===== src/rtl/inst_loader_if.sv =====
// Byte-stream input and instruction-memory write port of the boot loader.
// master = loader side, slave = byte source plus memory write port.
interface inst_loader_if #(
    parameter int AW = 32,
    parameter int IW = 32
);
    logic          byte_valid;
    logic [7:0]    byte_data;
    logic          byte_ready;
    logic          we;
    logic [AW-1:0] waddr;
    logic [IW-1:0] wdata;

    modport master (
        input  byte_valid, byte_data,
        output byte_ready, we, waddr, wdata
    );

    modport slave (
        output byte_valid, byte_data,
        input  byte_ready, we, waddr, wdata
    );
endinterface


===== src/rtl/inst_loader.sv =====
// Boot-time instruction memory writer: takes a little-endian length header and
// word payload from a byte stream and issues one write strobe per assembled word.
module inst_loader #(
    parameter int AW    = 32,
    parameter int IW    = 32,
    parameter int DEPTH = 16
) (
    input  logic          wclk,
    input  logic          rst_n,
    input  logic          start,
    inst_loader_if.master bus,
    output logic          busy,
    output logic          done,
    output logic          err
);
    localparam int BPW = IW / 8;
    // One counter serves both the 4-byte header and the BPW-byte word.
    localparam int BIW = (BPW > 4) ? $clog2(BPW) : 2;
    localparam logic [32:0] CAP = 33'(1) << (DEPTH - 2);

    typedef enum logic [2:0] {
        S_IDLE, S_LEN, S_DATA, S_WRITE, S_DONE, S_ERR
    } state_t;

    state_t           state_reg, state_next;
    logic [31:0]      count_reg, count_next;
    logic [31:0]      word_idx_reg, word_idx_next;
    logic [BIW-1:0]   byte_idx_reg, byte_idx_next;
    logic [31:0]      n_full;

    // Header bytes shift in from the top, so the first byte ends up in [7:0].
    assign n_full = {bus.byte_data, count_reg[31:8]};

    always_ff @(posedge wclk or negedge rst_n) begin
        if (!rst_n) begin
            state_reg    <= S_IDLE;
            count_reg    <= '0;
            word_idx_reg <= '0;
            byte_idx_reg <= '0;
        end else begin
            state_reg    <= state_next;
            count_reg    <= count_next;
            word_idx_reg <= word_idx_next;
            byte_idx_reg <= byte_idx_next;
        end
    end

    always_comb begin
        state_next     = state_reg;
        count_next     = count_reg;
        word_idx_next  = word_idx_reg;
        byte_idx_next  = byte_idx_reg;
        bus.byte_ready = 1'b0;
        bus.we         = 1'b0;
        busy           = 1'b0;
        done           = 1'b0;
        err            = 1'b0;

        case (state_reg)
            S_IDLE: begin
                if (start) begin
                    state_next    = S_LEN;
                    count_next    = '0;
                    word_idx_next = '0;
                    byte_idx_next = '0;
                end
            end
            S_LEN: begin
                bus.byte_ready = 1'b1;
                busy           = 1'b1;
                if (bus.byte_valid) begin
                    count_next    = n_full;
                    byte_idx_next = byte_idx_reg + BIW'(1);
                    if (byte_idx_reg == BIW'(3)) begin
                        byte_idx_next = '0;
                        if (n_full == 32'd0)
                            state_next = S_DONE;
                        else if ({1'b0, n_full} > CAP)
                            state_next = S_ERR;
                        else
                            state_next = S_DATA;
                    end
                end
            end
            S_DATA: begin
                bus.byte_ready = 1'b1;
                busy           = 1'b1;
                if (bus.byte_valid) begin
                    if (byte_idx_reg == BIW'(BPW - 1)) begin
                        byte_idx_next = '0;
                        state_next    = S_WRITE;
                    end else begin
                        byte_idx_next = byte_idx_reg + BIW'(1);
                    end
                end
            end
            S_WRITE: begin
                bus.we        = 1'b1;
                busy          = 1'b1;
                word_idx_next = word_idx_reg + 32'd1;
                if (word_idx_reg + 32'd1 == count_reg)
                    state_next = S_DONE;
                else
                    state_next = S_DATA;
            end
            S_DONE: begin
                done = 1'b1;
                if (start) begin
                    state_next    = S_LEN;
                    count_next    = '0;
                    word_idx_next = '0;
                    byte_idx_next = '0;
                end
            end
            S_ERR: begin
                err = 1'b1;
                if (start) begin
                    state_next    = S_LEN;
                    count_next    = '0;
                    word_idx_next = '0;
                    byte_idx_next = '0;
                end
            end
            default: state_next = S_IDLE;
        endcase
    end

    // Word address wraps within the memory; upper and lower bits stay zero.
    assign bus.waddr = AW'({word_idx_reg[DEPTH-3:0], 2'b00});

    // One byte lane per generate block; lane k holds byte k of the current word.
    for (genvar gi = 0; gi < BPW; gi++) begin : g_lane
        logic [7:0] lane_reg;

        always_ff @(posedge wclk or negedge rst_n) begin
            if (!rst_n)
                lane_reg <= '0;
            else if (state_reg == S_DATA && bus.byte_valid && byte_idx_reg == BIW'(gi))
                lane_reg <= bus.byte_data;
        end

        assign bus.wdata[8*gi +: 8] = lane_reg;
    end
endmodule


===== src/flat_wrapper.sv =====
// flat-port wrapper written by rule: the top's interface ports become plain ports
module inst_loader_flat 
#(
    parameter int AW    = 32,
    parameter int IW    = 32,
    parameter int DEPTH = 16
)
  (wclk, rst_n, start, busy, done, err, bus_byte_valid, bus_byte_data, bus_byte_ready, bus_we, bus_waddr, bus_wdata);
  inst_loader_if #(.AW(AW), .IW(IW)) bus_i ();
  input  logic wclk;
  input  logic rst_n;
  input  logic start;
  output logic busy;
  output logic done;
  output logic err;
  input wire logic [$bits(bus_i.byte_valid)-1:0] bus_byte_valid;
  input wire logic [$bits(bus_i.byte_data)-1:0] bus_byte_data;
  output wire logic [$bits(bus_i.byte_ready)-1:0] bus_byte_ready;
  output wire logic [$bits(bus_i.we)-1:0] bus_we;
  output wire logic [$bits(bus_i.waddr)-1:0] bus_waddr;
  output wire logic [$bits(bus_i.wdata)-1:0] bus_wdata;
  assign bus_i.byte_valid = bus_byte_valid;
  assign bus_i.byte_data = bus_byte_data;
  assign bus_byte_ready = bus_i.byte_ready;
  assign bus_we = bus_i.we;
  assign bus_waddr = bus_i.waddr;
  assign bus_wdata = bus_i.wdata;
  inst_loader #(.AW(AW), .IW(IW), .DEPTH(DEPTH)) u_core (.wclk(wclk), .rst_n(rst_n), .start(start), .bus(bus_i), .busy(busy), .done(done), .err(err));
endmodule

===== config.mk =====
export PLATFORM = sky130hd
export DESIGN_NAME = inst_loader_flat
export DESIGN_NICKNAME = d
export VERILOG_FILES = /design/src/rtl/inst_loader_if.sv /design/src/rtl/inst_loader.sv /design/src/flat_wrapper.sv
export SDC_FILE = /design/constraint.sdc
export NUM_CORES = 1
export LEC_CHECK = 0
export ABC_AREA = 1
export CAP_MARGIN = 10
export CORE_MARGIN = 4
export CORE_UTILIZATION = 45
export DETAILED_ROUTE_END_ITERATION = 10
export PLACE_DENSITY = 0.68
export RECOVER_POWER = 100
export SYNTH_ARGS = -nofsm -noshare
export SYNTH_HDL_FRONTEND = slang
export SYNTH_SLANG_ARGS = --single-unit

===== constraint.sdc =====
create_clock -name wclk -period 2.2 [get_ports wclk]
set_input_delay 0.22 -clock wclk [delete_from_list [all_inputs] [get_ports wclk]]
set_output_delay 0.22 -clock wclk [all_outputs]
set_load 0.01 [all_outputs]

======== Word-level counts from Yosys, hierarchy flattened ========
Index checks and enable logic that the tools add are counted.
word-level totals
  logic and storage cells ................. 66
  input bits .............................. 12
  register bits ........................... 101
cells by class
  muxes and demuxes ....................... 22
  magnitude comparators ................... 1
  reduce and logical (&&, ||, !) cells .... 18
  add/sub/neg operators ................... 2
  eq/ne operators ......................... 15
operators by type and width
  operator               number
  $pmux 32 s2            2
  $mux 32                2
  $add 32x1->32 const B  1
  $eq 32x32->1           1
  $gt 32x15->1 const B   1
  $logic_not 32->1       1
  $mux 3                 8
  $pmux 3 s4             1
  $ne 2x1->1 const B     4
  $eq 3x2->1 const B     2
  $eq 3x3->1 const B     2
  $mux 2                 3
  $reduce_and 3->1       2
  $reduce_bool 2->1      3
  $reduce_or 3->1        2
  $logic_and 1x1->1      5
  $mux 1                 5
  $reduce_and 5->1       1
  $eq 2x2->1 const B     2
  $ne 2x2->1 const B     2
  $pmux 2 s2             1
  $eq 3x1->1 const B     1
  $logic_not 3->1        1
  $add 2x1->2 const B    1
  other kinds (4)        4

======== Depth between registers and ports, before layout ========
  word-level depth ........................ 6
  gate-level depth with buffers ........... 18

======== Worst setup path after synthesis ========
OpenSTA, ideal clock, no wires.
  path type ............................... register to register
  start point ............................. register u_core.word_idx_reg[0]
  end point ............................... register u_core.state_reg[1]
  path buffers ............................ 0
  data arrival time ....................... 1.855 ns
  period minus slack after synthesis ...... 1.971 ns
  setup time .............................. 0.117 ns
  slack ................................... 0.229 ns
  stages on the path, launching flop included .. 19
  required time ........................... 2.083 ns
  path through ............................ dfrtp_1 ha_1 nand2_2 nor2_8 nand2_4 nor2_4 nand2_1 nand2_1 nand2_1 nand2_1 nand2_1 nor2_1 nand2_1 nor2_2 nand3_1 nand2_1 nand2_1 nand2_1 nand2_1
on the way
  word-level cells in the longest chain between the ends .. 4
RTL lines
  element                 RTL line            RTL
  from (decl)             inst_loader.sv:27   logic [31:0] word_idx_reg, word_idx_next;
  from (signal assigned)  inst_loader.sv:43   word_idx_reg <= word_idx_next;
  $add 32x1->32           inst_loader.sv:101  if (word_idx_reg + 32'd1 == count_reg)
  $eq 32x32->1            inst_loader.sv:101
  $mux 3                  inst_loader.sv:101
  $pmux 3 s4              inst_loader.sv:59   case (state_reg)
  to (signal assigned)    inst_loader.sv:41   state_reg <= state_next;
  to (decl)               inst_loader.sv:25   state_t state_reg, state_next;
No other way between the ends.
A chain may end at the register's enable or synchronous reset.

======== Final worst setup path ========
  start point ............................. register u_core.state_reg[0]
  end point ............................... output port bus_we
on the way
  word-level cells in the longest chain between the ends .. 2
RTL lines
  element     RTL line            RTL
  $eq 3x2->1  inst_loader.sv:59
  $mux 1      inst_loader.sv:59
  to (decl)   flat_wrapper.sv:19  output wire logic [$bits(bus_i.we)-1:0] bus_we;
No other way between the ends.

==> results.py <==
metrics = {
    "worst_setup_path": {
        "rr_startpoint": "u_core.word_idx_reg[2]$_DFFE_PN0P_",
        "r2r_end": "u_core.state_reg[1]$_DFFE_PN0P_",
        "critPathMaxFanout": 5,
        "crit_type": "reg2out",
        "slowest_stage": "clkdlybuf4s50_1",
        "required_ns": 1.98,
        "crit_arrival_ns": 1.91,
        "cp_num_buf_inv": 4,
        "crit_chain": "inv_1 -> nor2_1 -> inv_1 -> nor2_1 -> buf_4 -> clkdlybuf4s50_1",
        "reg2regPathDepth": 17,
        "r2r_slack_ns": 0.10,
        "cp_top_family": "buffers and inverters",
        "start_kind": "flop",
        "endpoint_kind": "output port",
        "cpPeakStageDelay_ns": 0.54,
    },
    "placement": {
        "dpl.hpwl_um": 13100,
        "dp.cells": 1041,
        "io_buffer_count": 62,
        "gp_congestion": 1.01,
        "place_ws_ns": -0.0549,
    },
    "final_layout": {
        "layout-drive-gt1-share_pct": 13.7,
        "final_util_pct": 56.9,
        "fin_nets": 909,
        "antenna_cells": 0,
        "area_growth_pct": 23.5,
        "fin_cells": 1068,
        "fill_cells": 1209,
    },
    "detailed_routing": {
        "vias_per_cell": 5.23,
        "first_pass_iters": 5,
        "drcViolationCount": 0,
        "drt_iter0_drc": 474,
        "routedWlPerCell_um": 16.1,
        "num_vias": 5588,
        "drt_wl_total_um": 17200,
        "ant_nets": 0,
    },
    "floorplan": {
        "core_um2": 12700,
        "dieWidth_um": 122,
        "io_pins": 81,
        "dieArea_um2": 14900,
        "die_h_um": 122,
        "fp-row-count": 41,
        "initial_core_util_pct": 46.1,
    },
    "clock_tree": {
        "clk_path_buf_depth": 2,
        "cts_tree": "yes",
        "ctsHtreeMaxLevel": 3,
        "clk_latency_ns": 0.35,
        "clkTransAtPathRegs_ns": 0.07,
        "cts_root_buf": "clkbuf_16",
        "clock-sinks": 101,
        "cts_buffers": 9,
    },
    "synth": {
        "yosys-top-cells-area": "dfrtp_1, nand2_1, nand3_1",
        "seq_area_frac_synth_pct": 43.3,
        "ys_dominant_reg_cell": "dfrtp_1",
        "synth_warnings": 0,
        "synth_edf_count": 0,
        "synth.ff_latch_count": 101,
        "syn_avg_cell_area_um2": 7.27,
        "ys_types": 31,
        "synth_area_leader_cell": "dfrtp_1",
        "async_flop_share_pct": 100,
        "synthCells": 804,
        "synth.most_common_cell": "nand2_1",
        "synthesis.area_um2": 5840,
        "synth_common_cells": "nand2_1, dfrtp_1, inv_1",
        "synth_top_area_share_pct": 43.3,
    },
    "sta": {
        "relSlewSlack_pct": 27.1,
        "clock_skew_ns": 0.00771,
        "hold_ws_ns": 0.479,
        "rsz0062_at_grt": "yes",
        "worst_pin_slew_ns": 1.09,
        "max_freq_mhz": 470,
        "setup_viol": 0,
        "fin_ws_ns": 0.0723,
        "layout_min_cycle_time_ns": 2.13,
        "slew_violations": 0,
        "fin_crit_sh_pct": 96.7,
        "hold_viol": 0,
    },
    "power": {
        "powerDensity_nw_per_um2": 972,
        "p_total_uw": 7010,
        "p_switching_uw": 2810,
        "swShare_pct": 40.1,
        "combPwrFrac_pct": 40.8,
        "ir_worst_vdd_v": 0.000517,
        "intPower_uw": 4200,
        "leakage_uw": 0.00352,
        "seqPwrFrac_pct": 37.8,
        "clkPwrFrac_pct": 21.4,
    },
    "global_route": {
        "antenna_found_initial": 0,
        "grt_max_degree": 41,
        "first_global_vias": 5045,
        "grt_pass1_wl_um": 27200,
        "grt_overflow": 0,
        "grt.total_usage_pct": 23.8,
    },
    "min_path": {
        "hold_class": "reg2reg",
        "holdPathStages": 2,
        "holdPathEnd": "u_core.g_lane[3].lane_reg[1]$_DFFE_PN0P_",
        "min-delay-start": "u_core.g_lane[3].lane_reg[1]$_DFFE_PN0P_",
    },
    "run": {
        "cap_violations": 0,
    },
    "run_status": {
        "status": "finished clean",
    },
}
==> repair_timing <==
| item | CTS | global route |
|---|---|---|
| hold buffers | 1 | 0 |
| resized for setup | 4 | 56 |
| endpoints found under the setup margin | 3 | 4 |
| setup buffers | 1 | 10 |
| pin swaps | 0 | 16 |
| hold endpoints to repair | 36 | 0 |
==> how the worst max path moves through the flow <==
stage          depth (start not counted)                                start                               to
6_report                               6      u_core.state_reg[0]$_DFFE_PN0P_                           bus_we
5_1_grt                               17  u_core.word_idx_reg[11]$_DFFE_PN0P_  u_core.state_reg[1]$_DFFE_PN0P_
4_1_cts                               16   u_core.word_idx_reg[0]$_DFFE_PN0P_  u_core.state_reg[1]$_DFFE_PN0P_
3_5_place_dp                          16   u_core.word_idx_reg[0]$_DFFE_PN0P_  u_core.state_reg[1]$_DFFE_PN0P_
3_3_place_gp                          16   u_core.word_idx_reg[0]$_DFFE_PN0P_  u_core.state_reg[1]$_DFFE_PN0P_
2_1_floorplan                         18   u_core.word_idx_reg[0]$_DFFE_PN0P_  u_core.state_reg[1]$_DFFE_PN0P_
==> cells in the final DEF, fill, tap and decap left out, drive strengths merged, types with 2 or more instances in the layout <==
master and count:
nand4 6, ha 5, conb 18, buf 38, dfrtp 101, clkbuf 20
o22ai 45, inv 95, nor4 7, dlygate4sd3 49, a21oi 7, clkdlybuf4s50 13
nor2 76, o21ai 59, nand3 89, nand2 257, clkinv 3, xor2 2
==> routing by layer <==
metal  global-route usage (%)  part of all wire (%)
met1                     33.9                    46
met5                        0                     0
met4                     5.74                   1.8
met3                     4.97                   6.4
met2                     37.5                    46
==> tightest hold or removal path: stages (launching register included) <==
cell	delay (ns)
dfrtp_1	0.34
nand2_1	0.05
o21ai_0	0.06
==> through the flow <==
stage	TNS, ns	cell area [µm²]
after floorplan	0	5910
final	0	7220
after detailed placement	-0.0717	6700
after global routing	-0.232	7220
after global placement	-0.00376	6700
after CTS	0	7010
==> cell families after synthesis <==
family	Yosys count	share of synthesized area, %
other	1	0.0642
adders and majority gates	5	1.07
buffers and inverters	144	11.4
xor gates and xnor gates	4	0.835
DFF	101	43.3
AOI/OAI and AO/OA	112	10.7
and+or+nand+nor	437	32.7
==> area by class of cell <==
class | instances | area, µm² | share of cell area [%]
multi-input combinational | 576 | 2880 | 39.9
sequential | 101 | 2530 | 35.1
timing repair buffer | 108 | 948 | 13.1
inverter | 96 | 360 | 4.99
clock buffer | 12 | 256 | 3.55
tap | 172 | 215 | 2.98
clock inverter | 3 | 21.3 | 0.295
==> power groups by stage <==
stage / logic (µW) / registers [µW] / clock network, µW
after floorplan: 1550 / 2650 / 0
after global placement: 2810 / 2660 / 0
after detailed placement: 2830 / 2670 / 0
after CTS: 2880 / 2640 / 1540
after global routing: 3140 / 2700 / 1620
final: 2860 / 2650 / 1500
(Power assumes the default switching activity.)
==> patch 1: new RTL, same flow settings <==
Re-encode `state_t` (6 states) as Gray code, 3 bits wide.
--- a/src/rtl/inst_loader.sv
+++ b/src/rtl/inst_loader.sv
@@ -21,3 +21,3 @@
     typedef enum logic [2:0] {
-        S_IDLE, S_LEN, S_DATA, S_WRITE, S_DONE, S_ERR
+        S_IDLE = 3'b000, S_LEN = 3'b001, S_DATA = 3'b011, S_WRITE = 3'b010, S_DONE = 3'b110, S_ERR = 3'b111
     } state_t;
Function: same outputs for any inputs over 10 cycles, from zero or initial values and one cycle with rst_n low; not proved beyond that.
==> patch 1 against the original RTL <==
The flow now finishes with violations (setup timing). Routed wire length up 11%. Setup slack worse by 0.078 ns. Cell area up 6.8%. Sequential cell count unchanged. Synthesized area up 7.3%. Via count up 12%. Power up 21%. Critical path type is now register to register. Count of clock-buffer cells in the layout down 3. Sequential power up 12%.
==> patch 1: results (changes against the original RTL) <==
setup_path:
  rr_startpoint: "u_core.word_idx_reg[4]$_DFFE_PN0P_"
  reg2reg_to: "u_core.state_reg[2]$_DFFE_PN0P_"
  crit_end: "u_core.state_reg[2]$_DFFE_PN0P_"
  crit_arrival_ns: 2.50  # +0.59 ns
  worstRegToRegCells: 15  # -2
  crit_path_max_incr_delay_ns: 0.35  # -0.19 ns
layout:
  nNonClkBuffers: 127  # +18%
  final_area_um2: 7710  # +6.8%
  drive_above_1_share_pct: 12.0  # -1.7 points
  nNonClkInverters: 108  # +13%
  clkCellAreaFrac_pct: 3.54  # -0.31 points
  nMultiInputCombCells: 667  # +16%
  multi_input_area_share_pct: 41.0  # +1.1 points
  seq_cells: 101  # unchanged
  fillers: 1321  # +9.3%
  seq_share_pct: 32.9  # -2.3 points
run_status:
  failed_checks: "setup timing"
  status: "finished with violations"
sta:
  fin_ws_ns: -0.00536  # -0.0777 ns
  setup_viol: 1  # +1
  fin_tns_setup_ns: -0.00536  # -0.00536 ns
  worst_pin_slew_ns: 0.973  # -0.121 ns
  skew_ns: 0.00564  # -0.00207 ns
power_and_ir_drop:
  ir_drop_mv: 0.672  # +30%
  p_leak_nw: 3.79  # +7.6%
floorplan:
  dieArea_um2: 15900  # +6.9%
clock_tree:
  ctsResizeCount: 6  # +2
  cts_setup_buffers: 0  # -1
place:
  placedInstanceArea_um2: 7410  # +11%
  dp_hpwl_mm: 14.7  # +13%
  gp_congestion: 0.987  # -2.7%
logic_synthesis:
  ys_top_cells_by_count: "282 x nand2_1, 129 x nand3_1, 105 x inv_1"
  synth-compound-area-share_pct: 8.96  # -1.7 points
  synthDistinctLibCells: 36  # +16%
  synthTopCellsByArea: "dfrtp_1 40%, nand2_1 17%, nand3_1 10%"
grt:
  grt_pass1_wl_mm: 30.7  # +13%
  grt_usage_pct: 24.4  # +0.60 points
  grt_pass1_vias: 5875  # +16%
drt:
  viasPerCell: 5.25  # +0.41%
==> patch 1: changes by cell type after synthesis, sizes merged, moves of 4 or more <==
| cell | delta |
|---|---|
| nand3 | +41 |
| nand2 | +32 |
| o22ai | -30 |
| o21ai | +25 |
| nor2 | +13 |
| inv | +12 |
| nor3 | +6 |
| a21oi | -4 |
==> patch 1: power by group through the flow <==
| stage | Clock [mW] | Combinational (mW) | Sequential, mW |
|---|---|---|---|
| CTS | 1.55 | 4.16 | 2.98 |
| finish | 1.51 | 3.97 | 2.98 |
| detailed placement | 0 | 4.13 | 3.00 |
| floorplan | 0 | 2.26 | 2.95 |
| global placement | 0 | 4.10 | 2.99 |
| global route | 1.61 | 4.43 | 3.06 |
==> patch 1: per-layer routing <==
layer	global-route usage [%]	wire (um)
met1	35.0	8640
met2	38.4	8840
met3	4.19	1290
met4	6.62	304
met5	0	0
==> patch 1: worst min-delay path by stage <==
stage	startpoint	endpoint	cells past startpoint
6_report	u_core.g_lane[1].lane_reg[7]$_DFFE_PN0P_	u_core.g_lane[1].lane_reg[7]$_DFFE_PN0P_	2
5_1_grt	u_core.g_lane[1].lane_reg[7]$_DFFE_PN0P_	u_core.g_lane[1].lane_reg[7]$_DFFE_PN0P_	2
4_1_cts	rst_n	u_core.count_reg[15]$_DFFE_PN0P_	2
3_5_place_dp	rst_n	u_core.count_reg[15]$_DFFE_PN0P_	1
3_3_place_gp	rst_n	u_core.count_reg[15]$_DFFE_PN0P_	1
2_1_floorplan	rst_n	u_core.byte_idx_reg[0]$_DFFE_PN0P_	0
==> patch 1: stage by stage <==
stage	cells	setup slack (ns)	hold slack, ns
floorplan	927	0.255	-0.0756
detailed placement	1178	-0.0950	0.225
CTS	1194	0.00293	0.379
finish	1194	-0.00536	0.480
global placement	1178	-0.0336	0.226
global route	1194	-0.210	0.507
==> patch 2: new RTL, config.mk and constraints unchanged <==
Made on the original files. `AW` is set to 32 in 3 places; all go to 48.
--- a/src/rtl/inst_loader_if.sv
+++ b/src/rtl/inst_loader_if.sv
@@ -3,3 +3,3 @@
 interface inst_loader_if #(
-    parameter int AW = 32,
+    parameter int AW = 48,
     parameter int IW = 32
--- a/src/rtl/inst_loader.sv
+++ b/src/rtl/inst_loader.sv
@@ -3,3 +3,3 @@
 module inst_loader #(
-    parameter int AW    = 32,
+    parameter int AW    = 48,
     parameter int IW    = 32,
--- a/src/flat_wrapper.sv
+++ b/src/flat_wrapper.sv
@@ -3,3 +3,3 @@
 #(
-    parameter int AW    = 32,
+    parameter int AW    = 48,
     parameter int IW    = 32,
Ports: changed (resized bus_waddr); port bits go from 81 to 97. No check against the original RTL was run, so the function may have changed too.
==> patch 2 against the original RTL <==
Synthesized area increased by 2.1%. Power increased by 2.4%. Via count increased by 0.30%. Routed wire length decreased by 3.2%. Setup slack got worse by 0.026 ns. Count of clock-buffer cells in the layout decreased by 1. Sequential cell count unchanged. Largest power group unchanged. Critical path depth increased by 12. Critical endpoint is now u_core.state_reg[1]$_DFFE_PN0P_. Largest cell class unchanged. Cell area unchanged. Register-to-register slack got worse by 0.05 ns.
==> patch 2: results (changes against the original RTL) <==
layout:
  nMultiInputCombCells: 592  # +2.8%
  drive_above_1_share_pct: 11.2  # -2.5 points
  clkCellAreaFrac_pct: 4.28  # +0.43 points
  multi_input_area_share_pct: 39.8  # -0.087 points
  area_delta_synth_final_pct: 21.0
  clkbuf_count: 11  # -1
  final-nonclk-buf-share_pct: 12.8  # -0.31 points
  fillers: 1217  # +0.66%
  nNonClkBuffers: 103  # -4.6%
  final_area_um2: 7220  # unchanged
  register_area_um2: 2530  # about the same
  nets: 920  # +1.2%
power_and_ir_drop:
  p_leak_nw: 3.53  # +0.35%
  p_clk_share_pct: 23.2  # +1.8 points
  pwr-share-seq_pct: 36.5  # -1.3 points
  total_power_mw: 7.18  # +2.4%
  ir_drop_mv: 0.618  # +20%
  p_switching_mw: 2.86  # +1.9%
setup_path:
  crit_path_max_incr_delay_ns: 0.41  # -0.13 ns
  cpMaxStageDelayCell: "dfrtp_2"
  crit_arrival_ns: 2.41  # +0.50 ns
  crit_family: "simple AND/OR/NAND/NOR gates"
sta:
  skew_ns: 0.00811  # +0.000405 ns
  worst_slew_margin_rel_pct: 43.6  # +16 points
logic_synthesis:
  synthDistinctLibCells: 31  # unchanged
  ys_top_cells_by_count: "253 x nand2_1, 101 x dfrtp_1, 94 x inv_1"
  synth_cells: 820  # +2.0%
  synthTopCellsByArea: "dfrtp_1 42%, nand2_1 16%, nand3_1 7.3%"
  ys_async_sr_fraction_pct: 100  # unchanged
  synth_seq_area_share_pct: 42.4  # -0.87 points
place:
  gp_congestion: 0.984  # -3.0%
  placedInstanceArea_um2: 6690  # -0.11%
  dp_worst_setup_slack_ns: -0.108  # -0.0534 ns
  dp_cells: 1048  # +0.67%
  dp_hpwl_mm: 12.2  # -6.3%
grt:
  grt_pass1_vias: 5039  # -0.12%
  grt_max_degree: 59  # +44%
  grt_usage_pct: 22.3  # -1.5 points
  grt_pass1_wl_mm: 26.2  # -3.6%
drt:
  wl_met1_mm: 7.37  # -6.3%
  via_count: 5605  # +0.30%
  viasPerCell: 5.19  # -0.72%
  routed_wl_mm: 16.7  # -3.2%
  drt-initial-drc-count: 526  # +11%
  wl_met2_mm: 7.75  # -2.5%
  wl_met3_mm: 1.32  # +19%
  highest_layer: "met4"
run_status:
  status: "finished, final reports clean"
clock_tree:
  cts_setup_buffers: 4  # +3
  clk_pin_slew_ns: 0.07  # about the same
  cts_root_buf: "clkbuf_16"
  ctsResizeCount: 8  # +4
==> patch 2: cell types whose count changed in the layout (fill, tap and decap cells not counted), sizes merged <==
cell	before	now
conb	18	34
clkdlybuf4s50	13	20
dlygate4sd3	49	42
clkbuf	20	14
bufinv	0	1
clkinvlp	1	0
inv	95	96
==> patch 2: kinds of logic (layout without fill, tap and decap cells) <==
group | after synthesis | count (layout) | share of synthesized area, %
adders and majority gates | 5 | 5 | 1.05
DFF | 101 | 101 | 42.4
other | 1 | 34 | 0.0629
xor gates and xnor gates | 4 | 4 | 0.818
AOI/OAI and AO/OA | 112 | 112 | 10.4
and+or+nand+nor | 437 | 437 | 32.0
buffers and inverters | 160 | 214 | 13.2
==> patch 2: final timing paths <==
kind / startpoint / endpoint / slack [ns] / cells after the start
hold / removal: u_core.g_lane[2].lane_reg[6]$_DFFE_PN0P_ / u_core.g_lane[2].lane_reg[6]$_DFFE_PN0P_ / 0.48 / 2
setup reg to reg: u_core.word_idx_reg[0]$_DFFE_PN0P_ / u_core.state_reg[1]$_DFFE_PN0P_ / 0.05 / 18
setup / recovery: u_core.word_idx_reg[0]$_DFFE_PN0P_ / u_core.state_reg[1]$_DFFE_PN0P_ / 0.05 / 18
min in group asynchronous: rst_n / u_core.g_lane[1].lane_reg[5]$_DFFE_PN0P_ / 0.49 / 2
hold reg to reg: u_core.g_lane[2].lane_reg[6]$_DFFE_PN0P_ / u_core.g_lane[2].lane_reg[6]$_DFFE_PN0P_ / 0.48 / 2
max in group asynchronous: rst_n / u_core.word_idx_reg[0]$_DFFE_PN0P_ / 0.29 / 3
==> patch 2: per-layer routing <==
metal	global-route usage, %	up-vias
met4	7.54	0
met2	34.9	205
met1	32.3	2627
met3	2.79	20
met5	0	-
li1	-	2753
